### src/rtl/sha_pkg.sv
// rtl/sha_pkg.sv - shared SHA widths, padding constants and padder state encoding
package sha_pkg;

   localparam int SHA_BLOCK_W = 512;
   localparam int SHA_WORD_W  = 32;
   localparam int SHA_LEN_W   = 64;
   localparam logic [7:0] SHA_PAD_BYTE = 8'h80;
   // Last byte at an index below this leaves room for the length in the same block
   localparam logic [5:0] LEN_LIMIT = 6'd55;

   typedef enum logic [1:0] {
      ACCUM = 2'd0,
      EMIT  = 2'd1,
      LEN   = 2'd2
   } pad_state_t;

   // Bit offset of message byte n within a block: word n/4, big-endian lane 3-(n%4)
   function automatic logic [8:0] byte_pos(input logic [5:0] n);
      return {n[5:2], 5'd0} + {4'd0, ~n[1:0], 3'd0};
   endfunction

endpackage

### src/rtl/sha_padder_if.sv
// rtl/sha_padder_if.sv - byte-in / block-out handshake bundle for sha_padder
// SHA_PAD_FIRST_EN adds block_first_p (first block of a message).
interface sha_padder_if;
   import sha_pkg::*;

   logic [7:0]             data_p;
   logic                   data_valid_p;
   logic                   data_last_p;
   logic                   data_ready_p;
   logic [SHA_BLOCK_W-1:0] block_p;
   logic                   block_valid_p;
   logic                   block_ready_p;
   logic                   block_last_p;
`ifdef SHA_PAD_FIRST_EN
   logic                   block_first_p;

   modport slave (
      input  data_p, data_valid_p, data_last_p, block_ready_p,
      output data_ready_p, block_p, block_valid_p, block_last_p, block_first_p
   );

   modport master (
      output data_p, data_valid_p, data_last_p, block_ready_p,
      input  data_ready_p, block_p, block_valid_p, block_last_p, block_first_p
   );
`else
   modport slave (
      input  data_p, data_valid_p, data_last_p, block_ready_p,
      output data_ready_p, block_p, block_valid_p, block_last_p
   );

   modport master (
      output data_p, data_valid_p, data_last_p, block_ready_p,
      input  data_ready_p, block_p, block_valid_p, block_last_p
   );
`endif

endinterface

### src/rtl/sha_padder.sv
// rtl/sha_padder.sv - SHA-256 message padder: bytes in, padded 512-bit blocks out
// SHA_PAD_FIRST_EN enables block_first_p for hash-core IV reload.
module sha_padder
   import sha_pkg::*;
(
   input  logic        clk_p,
   input  logic        reset_p,
   sha_padder_if.slave bus
);

   pad_state_t             state_q, state_d;
   logic [SHA_BLOCK_W-1:0] buf_q, buf_d;
   logic [SHA_LEN_W-1:0]   cnt_q, cnt_d;
   logic [5:0]             idx_q, idx_d;
   logic                   len_pend_q, len_pend_d;
   logic                   len_pad_q, len_pad_d;
   logic                   last_q, last_d;
`ifdef SHA_PAD_FIRST_EN
   logic                   started_q, started_d;
`endif

   always_comb begin
      state_d    = state_q;
      buf_d      = buf_q;
      cnt_d      = cnt_q;
      idx_d      = idx_q;
      len_pend_d = len_pend_q;
      len_pad_d  = len_pad_q;
      last_d     = last_q;
`ifdef SHA_PAD_FIRST_EN
      started_d  = started_q;
`endif
      case (state_q)
         ACCUM: begin
            if (bus.data_valid_p) begin
               buf_d[byte_pos(idx_q) +: 8] = bus.data_p;
               cnt_d = cnt_q + 64'd8;
               idx_d = idx_q + 6'd1;
               if (bus.data_last_p) begin
                  if (idx_q != 6'd63)
                     buf_d[byte_pos(idx_q + 6'd1) +: 8] = SHA_PAD_BYTE;
                  if (idx_q < LEN_LIMIT) begin
                     buf_d[SHA_BLOCK_W-1 -: SHA_LEN_W] =
                        {cnt_d[SHA_WORD_W-1:0], cnt_d[SHA_LEN_W-1:SHA_WORD_W]};
                     last_d = 1'b1;
                  end else begin
                     len_pend_d = 1'b1;
                     len_pad_d  = (idx_q == 6'd63);
                     last_d     = 1'b0;
                  end
                  state_d = EMIT;
               end else if (idx_q == 6'd63) begin
                  last_d  = 1'b0;
                  state_d = EMIT;
               end
            end
         end
         EMIT: begin
            if (bus.block_ready_p) begin
               idx_d = '0;
               buf_d = '0;
               if (len_pend_q) begin
                  // Trailing length-only block; carries the pad marker if the message filled the block
                  if (len_pad_q)
                     buf_d[SHA_WORD_W-1 -: 8] = SHA_PAD_BYTE;
                  buf_d[SHA_BLOCK_W-1 -: SHA_LEN_W] =
                     {cnt_q[SHA_WORD_W-1:0], cnt_q[SHA_LEN_W-1:SHA_WORD_W]};
                  last_d     = 1'b1;
                  len_pend_d = 1'b0;
                  len_pad_d  = 1'b0;
                  state_d    = LEN;
               end else begin
                  if (last_q)
                     cnt_d = '0;
                  last_d  = 1'b0;
                  state_d = ACCUM;
               end
`ifdef SHA_PAD_FIRST_EN
               started_d = !last_q;
`endif
            end
         end
         LEN: begin
            if (bus.block_ready_p) begin
               buf_d   = '0;
               cnt_d   = '0;
               last_d  = 1'b0;
               state_d = ACCUM;
`ifdef SHA_PAD_FIRST_EN
               started_d = 1'b0;
`endif
            end
         end
         default: state_d = ACCUM;
      endcase
   end

   always_ff @(posedge clk_p or posedge reset_p) begin
      if (reset_p) begin
         state_q    <= ACCUM;
         buf_q      <= '0;
         cnt_q      <= '0;
         idx_q      <= '0;
         len_pend_q <= 1'b0;
         len_pad_q  <= 1'b0;
         last_q     <= 1'b0;
`ifdef SHA_PAD_FIRST_EN
         started_q  <= 1'b0;
`endif
      end else begin
         state_q    <= state_d;
         buf_q      <= buf_d;
         cnt_q      <= cnt_d;
         idx_q      <= idx_d;
         len_pend_q <= len_pend_d;
         len_pad_q  <= len_pad_d;
         last_q     <= last_d;
`ifdef SHA_PAD_FIRST_EN
         started_q  <= started_d;
`endif
      end
   end

   assign bus.data_ready_p  = (state_q == ACCUM);
   assign bus.block_valid_p = (state_q != ACCUM);
   assign bus.block_p       = buf_q;
   assign bus.block_last_p  = last_q;
`ifdef SHA_PAD_FIRST_EN
   assign bus.block_first_p = (state_q == EMIT) && !started_q;
`endif

endmodule

### src/flat_wrapper.sv
// flat-port wrapper written by rule: the top's interface ports become plain ports
module sha_padder_flat import sha_pkg::*;
  (clk_p, reset_p, bus_data_p, bus_data_valid_p, bus_data_last_p, bus_block_ready_p, bus_data_ready_p, bus_block_p, bus_block_valid_p, bus_block_last_p);
  sha_padder_if bus_i ();
  input  logic clk_p;
  input  logic reset_p;
  input wire logic [$bits(bus_i.data_p)-1:0] bus_data_p;
  input wire logic [$bits(bus_i.data_valid_p)-1:0] bus_data_valid_p;
  input wire logic [$bits(bus_i.data_last_p)-1:0] bus_data_last_p;
  input wire logic [$bits(bus_i.block_ready_p)-1:0] bus_block_ready_p;
  output wire logic [$bits(bus_i.data_ready_p)-1:0] bus_data_ready_p;
  output wire logic [$bits(bus_i.block_p)-1:0] bus_block_p;
  output wire logic [$bits(bus_i.block_valid_p)-1:0] bus_block_valid_p;
  output wire logic [$bits(bus_i.block_last_p)-1:0] bus_block_last_p;
  assign bus_i.data_p = bus_data_p;
  assign bus_i.data_valid_p = bus_data_valid_p;
  assign bus_i.data_last_p = bus_data_last_p;
  assign bus_i.block_ready_p = bus_block_ready_p;
  assign bus_data_ready_p = bus_i.data_ready_p;
  assign bus_block_p = bus_i.block_p;
  assign bus_block_valid_p = bus_i.block_valid_p;
  assign bus_block_last_p = bus_i.block_last_p;
  sha_padder u_core (.clk_p(clk_p), .reset_p(reset_p), .bus(bus_i));
endmodule
### config.mk
export PLATFORM = sky130hd
export DESIGN_NAME = sha_padder_flat
export DESIGN_NICKNAME = d
export VERILOG_FILES = /design/src/rtl/sha_pkg.sv /design/src/rtl/sha_padder_if.sv /design/src/rtl/sha_padder.sv /design/src/flat_wrapper.sv
export SDC_FILE = /design/constraint.sdc
export NUM_CORES = 2
export LEC_CHECK = 0
export ABC_AREA = 1
export CAP_MARGIN = 20
export CORE_ASPECT_RATIO = 0.9
export CORE_MARGIN = 8
export CORE_UTILIZATION = 59
export CTS_CLUSTER_DIAMETER = 120
export DETAILED_ROUTE_END_ITERATION = 8
export PLACE_DENSITY = 0.95
export SLEW_MARGIN = 20
export SYNTH_ARGS = -nofsm -noshare
export SYNTH_HDL_FRONTEND = slang
export SYNTH_SLANG_ARGS = --single-unit
export TNS_END_PERCENT = 20
### constraint.sdc
create_clock -name clk_p -period 29.5 [get_ports clk_p]
set_input_delay 2.95 -clock clk_p [delete_from_list [all_inputs] [get_ports clk_p]]
set_output_delay 2.95 -clock clk_p [all_outputs]
set_load 0.02 [all_outputs]
; Yosys cells after proc, flatten, opt, wreduce, memory -nomap -nowiden
; Cells that the tools add are included.
[word_totals]
regBits = 587
input_bits = 13
out_inout_bits = 515
[op_classes]
add_sub_neg = 6
n_lt_le_gt_ge = 1
n_eq_ne = 13
n_shift = 4
muxes = 46
bitwise = 2
reduce_logical = 11
[ops]
columns = operator, count
row1 = 512-bit 2-to-1 mux, 5
row2 = 512-bit one-hot mux with 3 select lines, 1
row3 = 512-bit bitwise mux, 2
row4 = "8-bit by 11-bit variable shift with 512-bit output, first input constant", 2
row5 = 8-bit by 11-bit variable part select with 512-bit output, 1
row6 = "8-bit by 11-bit variable part select with 512-bit output, first input constant", 1
row7 = 64-bit 2-to-1 mux, 7
row8 = 64-bit one-hot mux with 3 select lines, 1
row9 = "64-bit by 4-bit adder with 64-bit output, second input constant", 1
row10 = 9-bit negation with 11-bit output, 2
row11 = 9-bit by 5-bit adder with 9-bit output, 2
row12 = 8-bit 2-to-1 mux, 2
row13 = 1-bit 2-to-1 mux, 15
row14 = 2-bit 2-to-1 mux, 6
row15 = 6-bit 2-to-1 mux, 2
row16 = "2-bit != test, second input constant", 6
row17 = 6-bit one-hot mux with 2 select lines, 1
row18 = 6-bit AND reduction, 2
row19 = 5-bit AND reduction, 2
row20 = 4-bit AND reduction, 2
row21 = "6-bit by 1-bit adder with 6-bit output, second input constant", 1
row22 = "6-bit == test, second input constant", 1
row23 = "6-bit less-than comparator, second input constant", 1
row24 = "6-bit != test, second input constant", 1
row25 = 12 further kinds, 16

; Depth between registers and ports, before layout
[logic_depth]
word_depth = 11
mapped_depth = 19

; Worst setup path after synthesis
; Ideal clock, no wire load.
[synth_timing]
kind = input to register
start = in bus_block_ready_p
end = reg u_core.buf_q[119] (netlist: u_core.bus.block_p[119])
setup_time_ns = 0.066
arrival_time_ns = 4.428
required_time_ns = 29.434
path_slack_ns = 25.007
path_stages = 11
n_path_buf = 3
path_cell_list = inv_1 > o21ai_0 > nand2_1 > nor2_1 > inv_2 > nor2_2 > buf_2 > buf_2 > buf_1 > nand2_1 > nand2_1
[synth_via]
elab_chain_len = 2
elab_cells_between_ends = 3
classes_between = eq/ne: 2 / reduce/logical: 1
[synth_lines]
columns = item, line
row1 = "start, declared", flat_wrapper.sv:10  ; input wire logic [$bits(bus_i.block_ready_p)-1:0] bus_block_ready_p;
row2 = 2-bit != test (no source line), n/a
row3 = 4-bit AND reduction (no source line) *, n/a
row4 = "end signal, assigned", sha_padder.sv:112  ; buf_q <= buf_d;
row5 = "end, declared", sha_padder.sv:12  ; logic [SHA_BLOCK_W-1:0] buf_q, buf_d;
; Mark *: on every way between the ends. The rest lies on a longest branch, timed or not.
; A chain may end at the register's enable or synchronous reset.

; Worst setup path after layout
[layout_timing]
start = in bus_data_p[6]
end = reg u_core.buf_q[414] (netlist: u_core.bus.block_p[414])
[layout_via]
elab_chain_len = 7
[layout_lines]
columns = item, line
row1 = "start, declared", flat_wrapper.sv:7  ; input wire logic [$bits(bus_i.data_p)-1:0] bus_data_p;
row2 = 8-bit by 11-bit variable part select with 512-bit output *, sha_padder.sv:36  ; buf_d[byte_pos(idx_q) +: 8] = bus.data_p;
row3 = 512-bit bitwise mux *, sha_padder.sv:36
row4 = 512-bit bitwise mux, sha_padder.sv:41  ; buf_d[byte_pos(idx_q + 6'd1) +: 8] = SHA_PAD_BYTE;
row5 = 512-bit 2-to-1 mux, sha_padder.sv:40  ; if (idx_q != 6'd63)
row6 = 512-bit 2-to-1 mux *, sha_padder.sv:39  ; if (bus.data_last_p) begin
row7 = 512-bit 2-to-1 mux *, sha_padder.sv:35  ; if (bus.data_valid_p) begin
row8 = 512-bit one-hot mux with 3 select lines *, sha_padder.sv:33  ; case (state_q)
; Mark *: on every way between the ends. The rest lies on a longest branch, timed or not. The select of a mux whose other input is x is not followed.

==> run summary <==
The critical path goes through clkdlybuf4s50_1 -> clkinv_1 -> nor2_1 -> inv_1 -> nor2_1 -> inv_1 -> nor2_1 -> o21ai_0 -> o22ai_1. After global routing the overflow that remains totals 0. The final worst-path cycle share was 0.210; the number of buffers inserted to repair setup after CTS was 0. The count of unique library cells instantiated by Yosys is 50. The run finished with clean final reports. The arrival time of data at the critical path endpoint was 6.74 ns.

Across all hold checks on the routed design, the worst slack comes to 0.478 ns. Setup violations remaining at the end of the flow were counted as 0. For the clock sink count, the log shows 584. The run gives 0.440 as the part of the total power dissipated in combinational logic.

The clock passes through at most 3 buffers. For the clock buffer count from CTS, the log shows 59. Of all cell types, the one taking the most synthesized area is dfrtp_1. By count the netlist is led by nand2_1, dfrtp_1, inv_1. Setup repair after global routing left no endpoint under its margin. For the clock insertion delay at the later pin of the skew report, the log shows 0.66 ns. In this run the tool buffered the top-level ports with 527 buffer cells. Before CTS, the worst setup slack after placement is 22.68 ns. The run gives 4 as the number of antenna violations at the first check in global routing. The worst setup path is of the in2reg kind. For the final standard cell area without fillers, the log shows 39,500 sq um. The run gives 4,337 as the synthesized netlist cell count. The core region is 53,200 sq um. Yosys attributes the largest share of cell area to dfrtp_1, nand2_1, o21ai_0.

The most instantiated flip-flop cell in the synthesis netlist is dfrtp_1. For this run, the post-layout net count is 4,775. Counting flops with a built-in enable in the synthesized netlist gives 0. The via count of the first global-routing pass was 33,200; the required time of the critical path was 30.05 ns. The layout-stage area growth over the synthesis result is 24.2%, and the part of the Yosys area used for sequential elements is 0.459.

Power spread over the standard cell area amounts to 80.5 nW/um^2. Across the routed clock network, the largest skew measured is 0.0231 ns. The tightest slew margin relative to the limit is 0.248, and the clock network fraction of design power is 0.254.

At the pin with the least slew margin, the transition time is 1.12 ns. For flop-to-flop paths, the worst setup slack is 24.79 ns. The design internal power came out at 1.71 mW. The first-pass GRT wire length came out at 198 mm. From bottom edge to top edge, the die measures 236 microns. The number of buffers and inverters on the critical path works out to 4. For the number of H-tree levels, the log shows 2. Summing all placed instances gives a cell area of 37,400 sq um. For the initial cell density of the core, the log shows 0.599. The die covers 61,600 sq um. The max-cap violation count is 0, and the largest stage delay on the critical path is 1.17 ns. Capture endpoint of the worst hold path: u_core.bus.block_p[30]$_DFFE_PP0P_.

The run gives 35,300 as the via total after detailed routing. In this run, synthesis produced a sequential element count of 584. The post-route setup TNS was 0 ns; the number of cell rows was 80. Routability-driven placement finished with a final weighted congestion of 0.986. Entering global routing, the biggest net connects 197 pins. TritonCTS built the clock tree. During synthesis, Yosys emitted a total of 0 warnings. Detailed-route wire length per cell: 24.1 microns. Detailed placement finished with a half-perimeter wire length of 92.1 mm. Among the stages of the critical path, the cell type that occurs most often is nor2_1. The async set-or-reset flop fraction in the synthesized netlist is 1.00, and the number of max-slew violations in the final report is 0. Leaving out filler cells and counting taps, the final layout contains 5,496.

The clock tree root buffer cell is clkbuf_16. The kind of path behind the tightest hold check is reg2reg. For this design the top-level I/O count stands at 528. For the total power draw, the log shows 3.18 mW. The launch instance of the worst min-delay path is u_core.bus.block_p[30]$_DFFE_PP0P_. The sequential share of power was 0.306; the cell total after placement was 5,386. The die is 261 microns wide. The number of cells on the worst reg-to-reg path is 13. The worst-case IR drop observed on VDD is 0.000152 V. The worst setup path is captured at a flip-flop.

Wires add up to 132 mm. The number of vias per cell came out at 6.43. After synthesis, the mean cell area works out to 7.34 sq um.

The initial DRC count came out at 5,599. In this run the critical register-to-register path is launched from u_core.idx_q[0]$_DFFE_PP0P_. Number of hold-repair buffers added at the cts stage: 0. The tools report the leakage power as 18.3 nW. Post-CTS repair changed the size of 0 cells.

The endpoint identified for the worst register-to-register timing path is u_core.bus.block_p[343]$_DFFE_PP0P_. Broken down by cell family, the worst path's largest delay share belongs to buffers and inverters. The number of hold violations in the final report is 0. When the netlist entered floorplanning its net count stood at 4,361. The clock input transition at the sequential cells of the worst setup and hold paths is 0.07 ns. Yosys instantiated no cell more often than nand2_1. The proportion of total power due to net switching was 0.461; the share of the core filled with cells in the final layout was 0.743. The fraction of post-synthesis cell area in the top cell type by area is 0.459.

For this design, the slowest cell found on the critical path is clkinv_1. The worst hold path depth works out to 2. The count of nets left with antenna violations once routing finished came out at 0.

The global-route usage over all layers was 0.410; the switching power total was 1.47 mW. The worst setup path is launched from an input pin. The number of iterations in the first detailed-routing pass came out at 7.

The summed instance area of the synthesized netlist was 31,800 sq um; the DRC violations left was 0. The worst path meets setup with 23.31 ns of slack. Of all nets on the critical path, the largest fanout is 18.

The shortest clock period the worst path allows after layout is 6.19 ns. The tools report the highest attainable clock frequency as 162 MHz. The ratio of cells with drive above 1 in the final layout is 0.0417.
==> cell usage in the layout, fill, tap and decap left out, types with 102 or more instances in the layout <==
| master | Yosys | layout |
|---|---|---|
| o211ai_1 | 102 | 102 |
| nand3_1 | 211 | 211 |
| nand2_1 | 1157 | 1157 |
| clkdlybuf4s50_1 | 0 | 527 |
| o21ai_0 | 525 | 525 |
| dfrtp_1 | 584 | 584 |
| o22ai_1 | 280 | 280 |
| inv_1 | 551 | 550 |
| a21oi_1 | 158 | 158 |
| nor2_1 | 296 | 291 |
==> power by group through the flow <==
stage	Combinational (mW)	Sequential [mW]	Clock, mW
3_3_place_gp	1.30	0.977	0
4_1_cts	1.35	0.967	0.797
2_1_floorplan	0.747	1.05	0
6_report	1.40	0.973	0.806
3_5_place_dp	1.33	0.979	0
5_1_grt	1.47	0.978	0.828
==> how the worst max path moves through the flow <==
stage / slack [ns] / startpoint / cells after the start / to
after floorplan: 10.21 / reset_p / 1 / u_core.bus.block_last_p$_DFFE_PP0P_
after global placement: 22.79 / bus_data_valid_p / 12 / u_core.cnt_q[46]$_DFFE_PP0P_
after detailed placement: 22.68 / bus_data_valid_p / 12 / u_core.cnt_q[39]$_DFFE_PP0P_
after CTS: 23.29 / bus_data_valid_p / 12 / u_core.cnt_q[40]$_DFFE_PP0P_
after global routing: 23.11 / bus_block_ready_p / 12 / u_core.cnt_q[46]$_DFFE_PP0P_
final: 23.31 / bus_data_p[6] / 9 / u_core.bus.block_p[414]$_DFFE_PP0P_
==> state kept, by name, summed over array words and instances (netlist names) <==
register                 cells
u_core.state_q               2
u_core.idx_q                 6
u_core.len_pend_q            1
u_core.bus.block_last_p      1
u_core.len_pad_q             1
u_core.bus.block_p         512
u_core.cnt_q                61
==> cell families after synthesis <==
group | Yosys count | synth area share
AND/OR/NAND/NOR | 1817 | 0.235
AO/OA/AOI/OAI | 1106 | 0.196
buffers and inverters | 782 | 0.0948
flip-flops | 584 | 0.459
XOR/XNOR | 34 | 0.00936
adder cells (fa/ha/maj) | 11 | 0.00433
multiplexers | 3 | 0.000944
==> metal layers <==
layer  vias to the layer above  track usage  share of wire
li1                      15200            -              -
met1                     16300        0.523           0.35
met2                      3131        0.601           0.42
met3                       677        0.132           0.15
met4                         6        0.254          0.076
met5                         -            0        0.00042
==> area by class of cell <==
type / count / area [sq um]
fillers: 3766 / 13600
clock buffers: 92 / 1820
inverters: 571 / 2160
well taps: 697 / 872
clock inverters: 15 / 225
multi-input cells: 2971 / 14200
repair buffers: 564 / 5600
flip-flops and latches: 584 / 14600
diodes: 2 / 5.00
==> worst reg2reg max path: stages, from the launching register on <==
cell and delay [ns]:
dfrtp_1 0.83, nand2_1 0.22, nor2_2 0.16, nand3_1 0.21, nand2_2 0.12, buf_4 0.57, inv_1 0.64, buf_4 0.41
nor2_1 0.68, inv_1 0.36, nand2_1 0.14, nand2_1 0.06, a21oi_1 0.12, o21ai_1 0.08
Note: power is estimated with default switching activity, not from simulation.
